==> src/rtl/shift_rows_stream.sv <==
// Streaming AES ShiftRows / InvShiftRows with a small output FIFO and a delivered-block counter.
// The permutation is applied on acceptance, so the buffer only ever holds shifted states.
module shift_rows_stream #(
  parameter int unsigned NB    = 4,
  parameter int unsigned DEPTH = 2,
  parameter int unsigned CNT_W = 32
) (
  input  logic                   clk,
  input  logic                   rst,
  input  logic                   flush,
  input  logic                   in_valid,
  output logic                   in_ready,
  input  logic                   in_inv,
  input  logic [32*NB-1:0]       in_data,
  output logic                   out_valid,
  input  logic                   out_ready,
  output logic [32*NB-1:0]       out_data,
  output logic [$clog2(DEPTH):0] level,
  output logic [CNT_W-1:0]       blk_count
);

  localparam int W  = 32 * int'(NB);
  localparam int Nb = int'(NB);
  localparam int AW = $clog2(DEPTH);
  localparam int LW = AW + 1;
  localparam logic [LW-1:0] DepthL = LW'(DEPTH);

  logic [W-1:0]    fwd_data;
  logic [W-1:0]    inv_data;
  logic [W-1:0]    shifted;
  logic [W-1:0]    mem_q [DEPTH];
  logic [AW-1:0]   wr_ptr_q, wr_ptr_d;
  logic [AW-1:0]   rd_ptr_q, rd_ptr_d;
  logic [LW-1:0]   count_q, count_d;
  logic [CNT_W-1:0] cnt_q, cnt_d;
  logic            push;
  logic            pop;

  // Byte k = 4c + r sits at bits [W-1-8k -: 8]; Nb=8 skips offset 2 on rows 2 and 3.
  for (genvar r = 0; r < 4; r++) begin : g_row
    for (genvar c = 0; c < Nb; c++) begin : g_col
      localparam int Off    = (Nb == 8 && r >= 2) ? r + 1 : r;
      localparam int FwdCol = (c + Off) % Nb;
      localparam int InvCol = (c + Nb - Off) % Nb;
      localparam int Dst    = W - 8 - 8 * (4 * c + r);
      localparam int SrcF   = W - 8 - 8 * (4 * FwdCol + r);
      localparam int SrcI   = W - 8 - 8 * (4 * InvCol + r);
      assign fwd_data[Dst +: 8] = in_data[SrcF +: 8];
      assign inv_data[Dst +: 8] = in_data[SrcI +: 8];
    end
  end

  assign shifted = in_inv ? inv_data : fwd_data;

  // in_ready depends only on local state, rst and flush, never on out_ready.
  assign in_ready  = (count_q < DepthL) & ~rst & ~flush;
  assign out_valid = (count_q != '0);
  assign push      = in_valid & in_ready;
  assign pop       = out_valid & out_ready;

  assign out_data  = mem_q[rd_ptr_q];
  assign level     = count_q;
  assign blk_count = cnt_q;

  always_comb begin
    wr_ptr_d = wr_ptr_q;
    rd_ptr_d = rd_ptr_q;
    count_d  = count_q;
    cnt_d    = cnt_q;
    // A pop coincident with flush is still a delivered block.
    if (pop) cnt_d = cnt_q + CNT_W'(1);
    if (flush) begin
      wr_ptr_d = '0;
      rd_ptr_d = '0;
      count_d  = '0;
    end else begin
      if (push) wr_ptr_d = wr_ptr_q + AW'(1);
      if (pop)  rd_ptr_d = rd_ptr_q + AW'(1);
      unique case ({push, pop})
        2'b10:   count_d = count_q + LW'(1);
        2'b01:   count_d = count_q - LW'(1);
        default: count_d = count_q;
      endcase
    end
  end

  always_ff @(posedge clk) begin
    if (rst) begin
      wr_ptr_q <= '0;
      rd_ptr_q <= '0;
      count_q  <= '0;
      cnt_q    <= '0;
    end else begin
      wr_ptr_q <= wr_ptr_d;
      rd_ptr_q <= rd_ptr_d;
      count_q  <= count_d;
      cnt_q    <= cnt_d;
    end
  end

  always_ff @(posedge clk) begin
    if (push) mem_q[wr_ptr_q] <= shifted;
  end

endmodule
==> config.mk <==
export PLATFORM = sky130hd
export DESIGN_NAME = shift_rows_stream
export DESIGN_NICKNAME = d
export VERILOG_FILES = /design/src/rtl/shift_rows_stream.sv
export SDC_FILE = /design/constraint.sdc
export NUM_CORES = 1
export LEC_CHECK = 0
export ABC_AREA = 0
export BUFFER_PORTS_ARGS = -buffer_cell sky130_fd_sc_hd__buf_2
export CAP_MARGIN = 20
export CORE_MARGIN = 5
export CORE_UTILIZATION = 40
export DETAILED_ROUTE_END_ITERATION = 6
export GPL_TIMING_DRIVEN = 0
export PLACE_DENSITY_LB_ADDON = 0.3
export SLEW_MARGIN = 20
export SYNTH_ARGS = -nofsm -noshare
export SYNTH_HDL_FRONTEND = slang
export SYNTH_SLANG_ARGS = --single-unit
==> constraint.sdc <==
create_clock -name clk -period 18.5 [get_ports clk]
set_input_delay 0 -clock clk [delete_from_list [all_inputs] [get_ports clk]]
set_output_delay 0 -clock clk [all_outputs]
set_load 0.02 [all_outputs]
==> qor.txt, run 1 <==
Layout Area Growth over Synthesis -> 41.1%
slowest CP cell -> buf_1
Startpoint Class -> flip-flop
Syn. warnings -> 0
GPL Wtd Cong -> 0.823
Initial Util -> 0.406
status -> finished clean
number of diodes -> 0
WL final -> 28900 um
Yosys cell types -> 30
Max clock buf depth -> 3
Post-Syn Area -> 0.0117 mm2
Switching Share -> 0.207
number of max-cap violations -> 0
vias in the first global route -> 8174
fmax -> 0.377 GHz
Via-to-Cell Ratio -> 4.91
initial antenna violation count -> 0
DP HPWL -> 19400 um
I/O Pins -> 298
CP delay by family, top -> buffers and inverters
crit end category -> output port
count of input and output buffers -> 296
# fillers -> 2313
clk root buf -> clkbuf_16
Setup TNS Final -> 0 ps
worst hold path class -> input port to flip-flop
Final period util -> 0.143
grt ovf -> 0
worst rel slew slack -> 0.464
worst skew pair latency -> 540 ps
Worst-path clk slew -> 60 ps
Critical Path RT -> 18500 ps
Combinational Power Share -> 0.079
Die X-Extent -> 181 um
DRC -> 0
DP Worst Slack -> 16170 ps
1st-pass router iterations -> 6
largest net degree at the start of global routing -> 37
initial drt markers -> 330
CTS buffer count -> 30
area of the die -> 0.0327 mm2
first-pass GRT wire length -> 45000 um
CTS sink count -> 293
Final setup viols -> 0
share of cells above drive strength 1 -> 0.463
WL/cell -> 18.3 um
Lkg Pwr -> 6.01 nW
RSZ-0062 raised after global routing -> no
Final min period -> 2650 ps
Clk pwr share -> 0.411
multi-input logic area -> 0.00311 mm2
Switch Pwr -> 0.000297 W
Bufs and invs on worst path -> 3
Syn Inst Count -> 672
syn nets -> 808
final worst slack -> 15850 ps
Vias -> 7757
Pint -> 0.00114 W
CTS tree -> done
Total GRT Usage -> 0.170
FP Rows -> 62
core area -> 0.0288 mm2
Fin. Hold Viols -> 0
sequential area share after synthesis -> 0.722
slowest cell delay on critical path -> 670 ps
Reg power frac -> 0.511
htree depth -> 1
Clock Skew -> 14.2 ps
Die Height -> 181 um
Max FO, Critical Path -> 10
Routed Antenna Nets -> 0
flip-flop and latch count after synthesis -> 293
crit path cell chain -> clkbuf_1 -> buf_1 -> mux2_2 -> buf_2
pins over their slew limit -> 0
worst-margin pin slew -> 804 ps
Syn Area/Cell -> 17.4 um2
Register Area -> 0.00843 mm2
Final nets -> 1309
PD cells -> 87.3 mW/mm2
Arr. time, crit path -> 2650 ps
peak supply drop -> 0.0664 mV
WS Path Type -> flip-flop to output port
==> registers in the layout, indices dropped and copies added (netlist names), named ones only <==
| signal | cells |
|---|---|
| level | 2 |
| blk_count | 32 |
| wr_ptr_q | 1 |
| mem_q | 256 |
| rd_ptr_q | 1 |
==> cells by family after synthesis <==
kind of cell	after synthesis	share of synthesized area
xor+xnor	14	0.0105
simple gates	84	0.0415
fa+ha+maj	2	0.00214
mux	193	0.186
flops	293	0.722
compound gates	47	0.0248
buf+inv	39	0.0133
==> cells in the mapped netlist, drive strengths merged <==
cell / count / share of area
nor2: 12 / 0.0039
nand4: 10 / 0.0054
o211ai: 1 / 0.0011
or2: 3 / 0.0016
nor3: 8 / 0.0034
inv: 5 / 0.0016
mux2i: 1 / 0.00086
nand2: 11 / 0.0035
edfxtp: 256 / 0.66
or4: 19 / 0.013
clkbuf: 29 / 0.0093
xor2: 4 / 0.0030
and3: 1 / 0.00054
dfxtp: 37 / 0.063
nand3: 7 / 0.0030
ha: 2 / 0.0021
buf: 5 / 0.0024
a21oi: 22 / 0.0094
nor4: 3 / 0.0016
o21ai: 6 / 0.0026
o2111ai: 1 / 0.00075
mux2: 192 / 0.19
xnor2: 10 / 0.0075
o21a: 1 / 0.00064
or3: 7 / 0.0038
o31ai: 16 / 0.010
and4: 3 / 0.0023
==> power groups by stage <==
| stage | logic [W] | registers, W | clock network [W] |
|---|---|---|---|
| 6_report | 0.000113 | 0.000734 | 0.000590 |
| 5_1_grt | 0.000121 | 0.000734 | 0.000634 |
| 4_1_cts | 0.000113 | 0.000734 | 0.000606 |
| 3_5_place_dp | 0.0000819 | 0.000748 | 0 |
| 3_3_place_gp | 0.0000771 | 0.000751 | 0 |
| 2_1_floorplan | 0.0000432 | 0.000750 | 0 |
==> layout by cell type (no fill, tap or decap), types with 6 or more instances in the layout <==
cell,Yosys,layout
buf_2,1,297
dfxtp_1,37,37
clkinv_2,0,11
o21ai_0,6,6
dlygate4sd3_1,0,164
nor3_1,8,8
buf_12,0,6
clkbuf_1,29,34
nand4_1,10,10
a21oi_1,22,22
mux2_2,192,192
clkbuf_16,0,31
or4_1,18,18
nor2_1,12,11
edfxtp_1,256,256
nand2_1,11,11
or3_1,7,7
o31ai_1,16,16
xnor2_1,10,10
nand3_1,7,7
==> metrics by stage <==
step | hold slack, ps | util | area [um2] | total power (W) | std cells
2_1_floorplan | 76.7 | - | 11700 | 0.000793 | 672
3_3_place_gp | 188 | 0.474 | 13600 | 0.000828 | 1352
3_5_place_dp | 191 | 0.481 | 13900 | 0.000830 | 1361
4_1_cts | 35.9 | 0.572 | 16500 | 0.00145 | 1581
5_1_grt | 54.8 | 0.572 | 16500 | 0.00149 | 1581
6_report | 49.6 | 0.572 | 16500 | 0.00144 | 1581
==> area by class of cell <==
type                    instances  area share
multi-input cells             340       0.189
inverters                       5     0.00114
flip-flops and latches        293       0.512
plain buffers                  34     0.00828
repair buffers                469       0.202
clock buffers                  36      0.0482
clock inverters                20      0.0109
well taps                     384      0.0292
==> layer usage <==
layer  track usage  up-vias  wire length, um
met5             0        -                0
met4        0.0399        0              583
met3        0.0462       37             2210
met2         0.296      267            14500
met1         0.212     3802            11500
li1              -     3651                -
==> final timing paths <==
check / from / endpoint / slack (ps) / cells after the start
setup / recovery: flip-flop / out_data[116] / 15850 / 4
hold / removal: in_valid / mem_q[0][75] / 50 / 3
setup reg to reg: blk_count[0] / blk_count[24] / 16160 / 7
hold reg to reg: blk_count[31] / blk_count[31] / 490 / 2
==> tightest hold or removal path: stages <==
cell and delay (ps):
buf_2 110, nand2_1 160, nor2_4 130
==> repair_timing <==
| item | in CTS | in global routing |
|---|---|---|
| hold endpoints to repair | 267 | 0 |
| gates resized for setup | 0 | 0 |
| setup buffers | 0 | 0 |
| hold buffers | 164 | 0 |
No activity file was read; power rests on OpenSTA's default activity.
==> inputs of run 2 (changes only) <==
- clock period: 18.5 -> 2.4 ns (I/O delays scaled with it)
==> qor.txt, run 2 (same netlist as run 1, synthesis figures left out) <==
status -> finished clean
count of input and output buffers -> 296 (unchanged)
Final nets -> 1309 (unchanged)
Routed Antenna Nets -> 0 (unchanged)
crit path cell chain -> clkbuf_2 -> clkbuf_1 -> mux2_2 -> buf_2
DP Worst Slack -> 129 ps (-16050 ps)
RSZ-0062 raised after global routing -> yes
final worst slack -> 107 ps (-15740 ps)
Startpoint Class -> flip-flop
Vias -> 7717 (-0.52%)
DRC -> 0 (unchanged)
slowest CP cell -> clkbuf_1
Die X-Extent -> 181 um (unchanged)
post-route design area -> 0.0165 mm2 (+0.40%)
Bufs and invs on worst path -> 3 (unchanged)
DP HPWL -> 19700 um (+1.2%)
I/O Pins -> 298 (unchanged)
Max clock buf depth -> 3 (unchanged)
FP Rows -> 62 (unchanged)
Lkg Pwr -> 6.07 nW (+0.95%)
Layout Area Growth over Synthesis -> 41.6%
fmax -> 0.436 GHz
area of the die -> 0.0327 mm2 (unchanged)
GPL Wtd Cong -> 0.853 (+3.6%)
Worst-path clk slew -> 60 ps (about the same)
Final period util -> 0.955
CTS tree -> done
CTS buffer count -> 31 (+3.3%)
Final setup viols -> 0 (unchanged)
slowest cell delay on critical path -> 530 ps (-140 ps)
Critical Path RT -> 2400 ps (-16100 ps)
worst hold path class -> input port to flip-flop
Power Total -> 0.0112 W (+680%)
htree depth -> 1 (unchanged)
number of max-cap violations -> 0 (unchanged)
post-CTS setup buffers -> 0 (unchanged)
Max FO, Critical Path -> 10 (unchanged)
crit end category -> output port
Register Area -> 0.00843 mm2 (about the same)
# fillers -> 2287 (-1.1%)
dpl cell area -> 0.0139 mm2 (+0.18%)
first-pass GRT wire length -> 45700 um (+1.6%)
multi-input logic area -> 0.00312 mm2 (+0.44%)
max FFs per register -> 256 (unchanged)
CTS sink count -> 293 (unchanged)
worst-margin pin slew -> 702 ps (-101 ps)
Reg with most FFs -> mem_q
initial antenna violation count -> 0 (unchanged)
Clock Skew -> 13.8 ps (-0.378 ps)
WL final -> 29400 um (+2.0%)
Fin. Hold Viols -> 0 (unchanged)
core area -> 0.0288 mm2 (unchanged)
WL/cell -> 18.6 um (+2.0%)
Die Height -> 181 um (unchanged)
Via-to-Cell Ratio -> 4.88 (-0.52%)
Total GRT Usage -> 0.173 (+0.00277)
vias in the first global route -> 8327 (+1.9%)
grt ovf -> 0 (unchanged)
PD cells -> 677 mW/mm2 (+680%)
commonest cells after routing, fill and taps aside -> buf_2 (298), edfxtp_1 (256), mux2_2 (192)
CP delay by family, top -> buffers and inverters
Final min period -> 2290 ps
WS Path Type -> flip-flop to output port
worst skew pair latency -> 540 ps (about the same)
peak supply drop -> 0.621 mV (+830%)
slack of the worst reg-to-reg path -> 180 ps (-15980 ps)
largest net degree at the start of global routing -> 41 (+11%)
1st-pass router iterations -> 6 (unchanged)
initial drt markers -> 359 (+8.8%)
share of cells above drive strength 1 -> 0.473 (+0.0100)
Initial Util -> 0.406 (unchanged)
Setup TNS Final -> 0 ps (unchanged)
Arr. time, crit path -> 2290 ps (-360 ps)
commonest non-fill, non-tap cell in the layout -> buf_2
worst rel slew slack -> 0.532 (+0.0674)
number of diodes -> 0 (unchanged)
Hold WS -> 188 ps (+139 ps)
pins over their slew limit -> 0 (unchanged)
clk root buf -> clkbuf_16
[run 2: cell count changes in the layout (fill, tap and decap cells not counted), moves of 4 or more]
| cell | previous run | this run |
|---|---|---|
| clkbuf_1 | 34 | 23 |
| clkinv_1 | 3 | 7 |
| clkbuf_2 | 0 | 13 |
| clkbuf_8 | 0 | 4 |
| clkinv_2 | 11 | 4 |
[run 2: final timing paths]
| kind | start | end | cells after the start |
|---|---|---|---|
| setup / recovery | flip-flop | out_data[96] | 4 |
| hold reg to reg | blk_count[31] | blk_count[31] | 2 |
| setup reg to reg | blk_count[14] | blk_count[23] | 6 |
| hold / removal | in_data[63] | mem_q[1][63] | 2 |
[run 2: what timing repair did]
action	in CTS	in global routing
endpoints found under the hold margin	273	0
hold buffers	164	0
endpoints found under the setup margin	120	108
resized for setup	4	19
[run 2: cell type report]
cell class	count	share of cell area
Sequential cell	293	0.510
Timing Repair Buffer	469	0.202
Multi-Input combinational cell	340	0.189
Clock buffer	42	0.0518
Tap cell	384	0.0291
Buffer	33	0.00908
Clock inverter	15	0.00878
Inverter	5	0.00113
[run 2: power breakdown]
group | total, W | switching, W | internal (W) | leakage [nW]
registers | 0.00566 | 0.0000179 | 0.00564 | 2.62
clock network | 0.00465 | 0.00185 | 0.00280 | 0.493
logic | 0.000877 | 0.000402 | 0.000475 | 2.95
total | 0.0112 | 0.00227 | 0.00892 | 6.07
[run 2: metrics by stage]
| stage | cells | util |
|---|---|---|
| after floorplan | 672 | - |
| after global placement | 1352 | 0.475 |
| after detailed placement | 1361 | 0.482 |
| after CTS | 1582 | 0.574 |
| after global routing | 1581 | 0.575 |
| final | 1581 | 0.575 |
[run 2: metal layers]
layer / track usage / wire length (um) / vias to the layer above
li1: - / - / 3645
met1: 0.214 / 12000 / 3762
met2: 0.303 / 14700 / 274
met3: 0.0465 / 2140 / 36
met4: 0.0396 / 580 / 0
met5: 0 / 0 / -
==> inputs of run 3 (changes only) <==
- SETUP_SLACK_MARGIN: unset -> 0.4
==> qor.txt, run 3 (same netlist as run 1, synthesis figures left out) <==
WL/cell -> 19.1 um (+2.6%)
# fillers -> 2260 (-1.2%)
fmax -> 0.490 GHz (+12%)
slowest CP cell -> or4_4
grt ovf -> 0 (unchanged)
initial drt markers -> 342 (-4.7%)
Die X-Extent -> 181 um (unchanged)
WL final -> 30500 um (+3.5%)
commonest non-fill, non-tap cell in the layout -> buf_2
Via-to-Cell Ratio -> 5.00 (+2.4%)
largest net degree at the start of global routing -> 50 (+22%)
Vias -> 7970 (+3.3%)
Die Height -> 181 um (unchanged)
pins over their slew limit -> 0 (unchanged)
CTS buffer count -> 31 (unchanged)
CTS tree -> done
Final min period -> 2040 ps (-252 ps)
multi-input logic area -> 0.00330 mm2 (+5.7%)
worst rel slew slack -> 0.478 (-0.0533)
slowest cell delay on critical path -> 610 ps (+80 ps)
DP HPWL -> 19800 um (+0.73%)
Bufs and invs on worst path -> 1 (-2)
Power Total -> 0.0111 W (-0.68%)
CTS sink count -> 293 (unchanged)
Reg with most FFs -> mem_q
Total GRT Usage -> 0.179 (+0.00627)
Layout Area Growth over Synthesis -> 45.2%
crit end category -> flip-flop
Critical Path RT -> 2870 ps (+470 ps)
Clock Skew -> 19.3 ps (+5.51 ps)
Register Area -> 0.00848 mm2 (+0.61%)
crit path cell chain -> nand4_1 -> or4_4 -> buf_8 -> or4_4 -> a21oi_2
initial antenna violation count -> 2 (+2)
max FFs per register -> 256 (unchanged)
Initial Util -> 0.406 (unchanged)
Arr. time, crit path -> 2510 ps (+220 ps)
Max FO, Critical Path -> 5 (-5)
1st-pass router iterations -> 4 (-2)
core area -> 0.0288 mm2 (unchanged)
worst hold path class -> input port to flip-flop
Final setup viols -> 0 (unchanged)
most frequent CP cell -> or4_4
area of the die -> 0.0327 mm2 (unchanged)
Worst-path clk slew -> 60 ps (about the same)
first-pass GRT wire length -> 47100 um (+3.1%)
Fin. Hold Viols -> 0 (unchanged)
vias in the first global route -> 8441 (+1.4%)
worst-margin pin slew -> 782 ps (+79.9 ps)
count of input and output buffers -> 296 (unchanged)
worst skew pair latency -> 550 ps (about the same)
PD cells -> 655 mW/mm2 (-3.2%)
htree depth -> 1 (unchanged)
status -> finished clean
final instance count without filler cells -> 1595 (+0.89%)
Final period util -> 0.850 (-0.105)
Lkg Pwr -> 6.19 nW (+2.0%)
Placed Cells -> 1361 (unchanged)
GPL Wtd Cong -> 0.829 (-2.8%)
slack of the worst reg-to-reg path -> 360 ps (+180 ps)
commonest cells after routing, fill and taps aside -> buf_2 (296), edfxtp_1 (256), mux2_2 (192)
Final nets -> 1321 (+0.92%)
Routed Antenna Nets -> 0 (unchanged)
RSZ-0062 raised after global routing -> yes
CP delay by family, top -> simple AND/OR/NAND/NOR gates
share of cells above drive strength 1 -> 0.519 (+0.0458)
FP Rows -> 62 (unchanged)
WS Path Type -> flip-flop to flip-flop
DRC -> 0 (unchanged)
Max clock buf depth -> 3 (unchanged)
Startpoint Class -> flip-flop
I/O Pins -> 298 (unchanged)
clk root buf -> clkbuf_16
number of max-cap violations -> 0 (unchanged)
peak supply drop -> 0.785 mV (+26%)
run 3: path summary, 6_finish.rpt:
path                               startpoint            end  depth (start not counted)
worst min-delay path                   in_inv    mem_q[1][2]                          2
worst min register to register  blk_count[31]  blk_count[31]                          2
worst max register to register   blk_count[4]  blk_count[27]                          5
worst max-delay path             blk_count[4]  blk_count[27]                          5
run 3: through the flow:
stage / hold WS, ps / utilization / area, um2 / TNS (ps) / setup slack, ps
3_5_place_dp: 191 / 0.484 / 13900 / 0 / 131
6_report: 120 / 0.589 / 17000 / 0 / 359
2_1_floorplan: 40.6 / - / 11700 / -139670 / -738
4_1_cts: 105 / 0.579 / 16700 / 0 / 363
3_3_place_gp: 188 / 0.475 / 13700 / -389250 / -1840
5_1_grt: 134 / 0.589 / 17000 / 0 / 290
run 3: where the power goes:
part | switching, W | internal [W]
Combinational | 0.000407 | 0.000485
Clock | 0.00189 | 0.00268
Sequential | 0.0000186 | 0.00563
run 3: cell type report:
| type | count | share of cell area |
|---|---|---|
| sequential | 293 | 0.500 |
| timing repair buffer | 480 | 0.204 |
| multi-input combinational | 340 | 0.194 |
| clock buffer | 37 | 0.0471 |
| tap | 384 | 0.0283 |
| buffer | 34 | 0.0140 |
| clock inverter | 20 | 0.0104 |
| inverter | 5 | 0.00111 |
| antenna | 2 | 0.000295 |
run 3: layer usage:
layer,part of all wire,global-route usage,vias to the layer above
li1,-,-,3682
met1,0.40,0.226,3973
met2,0.51,0.315,265
met3,0.072,0.0436,50
met4,0.020,0.0369,0
met5,0,0,-
run 3: worst register-to-register path, cell delays in order (launching register included):
cell and delay (ps):
dfxtp_4 370, nand4_1 200, or4_4 610, buf_8 170
or4_4 500, a21oi_2 120
run 3: repair_timing:
item / in CTS / in global routing
setup buffers: 5 / 5
endpoints found under the hold margin: 270 / 0
hold buffers: 164 / 0
gates resized for setup: 42 / 71
gates cloned: 0 / 1
endpoints found under the setup margin: 205 / 112
pin swaps: 4 / 14
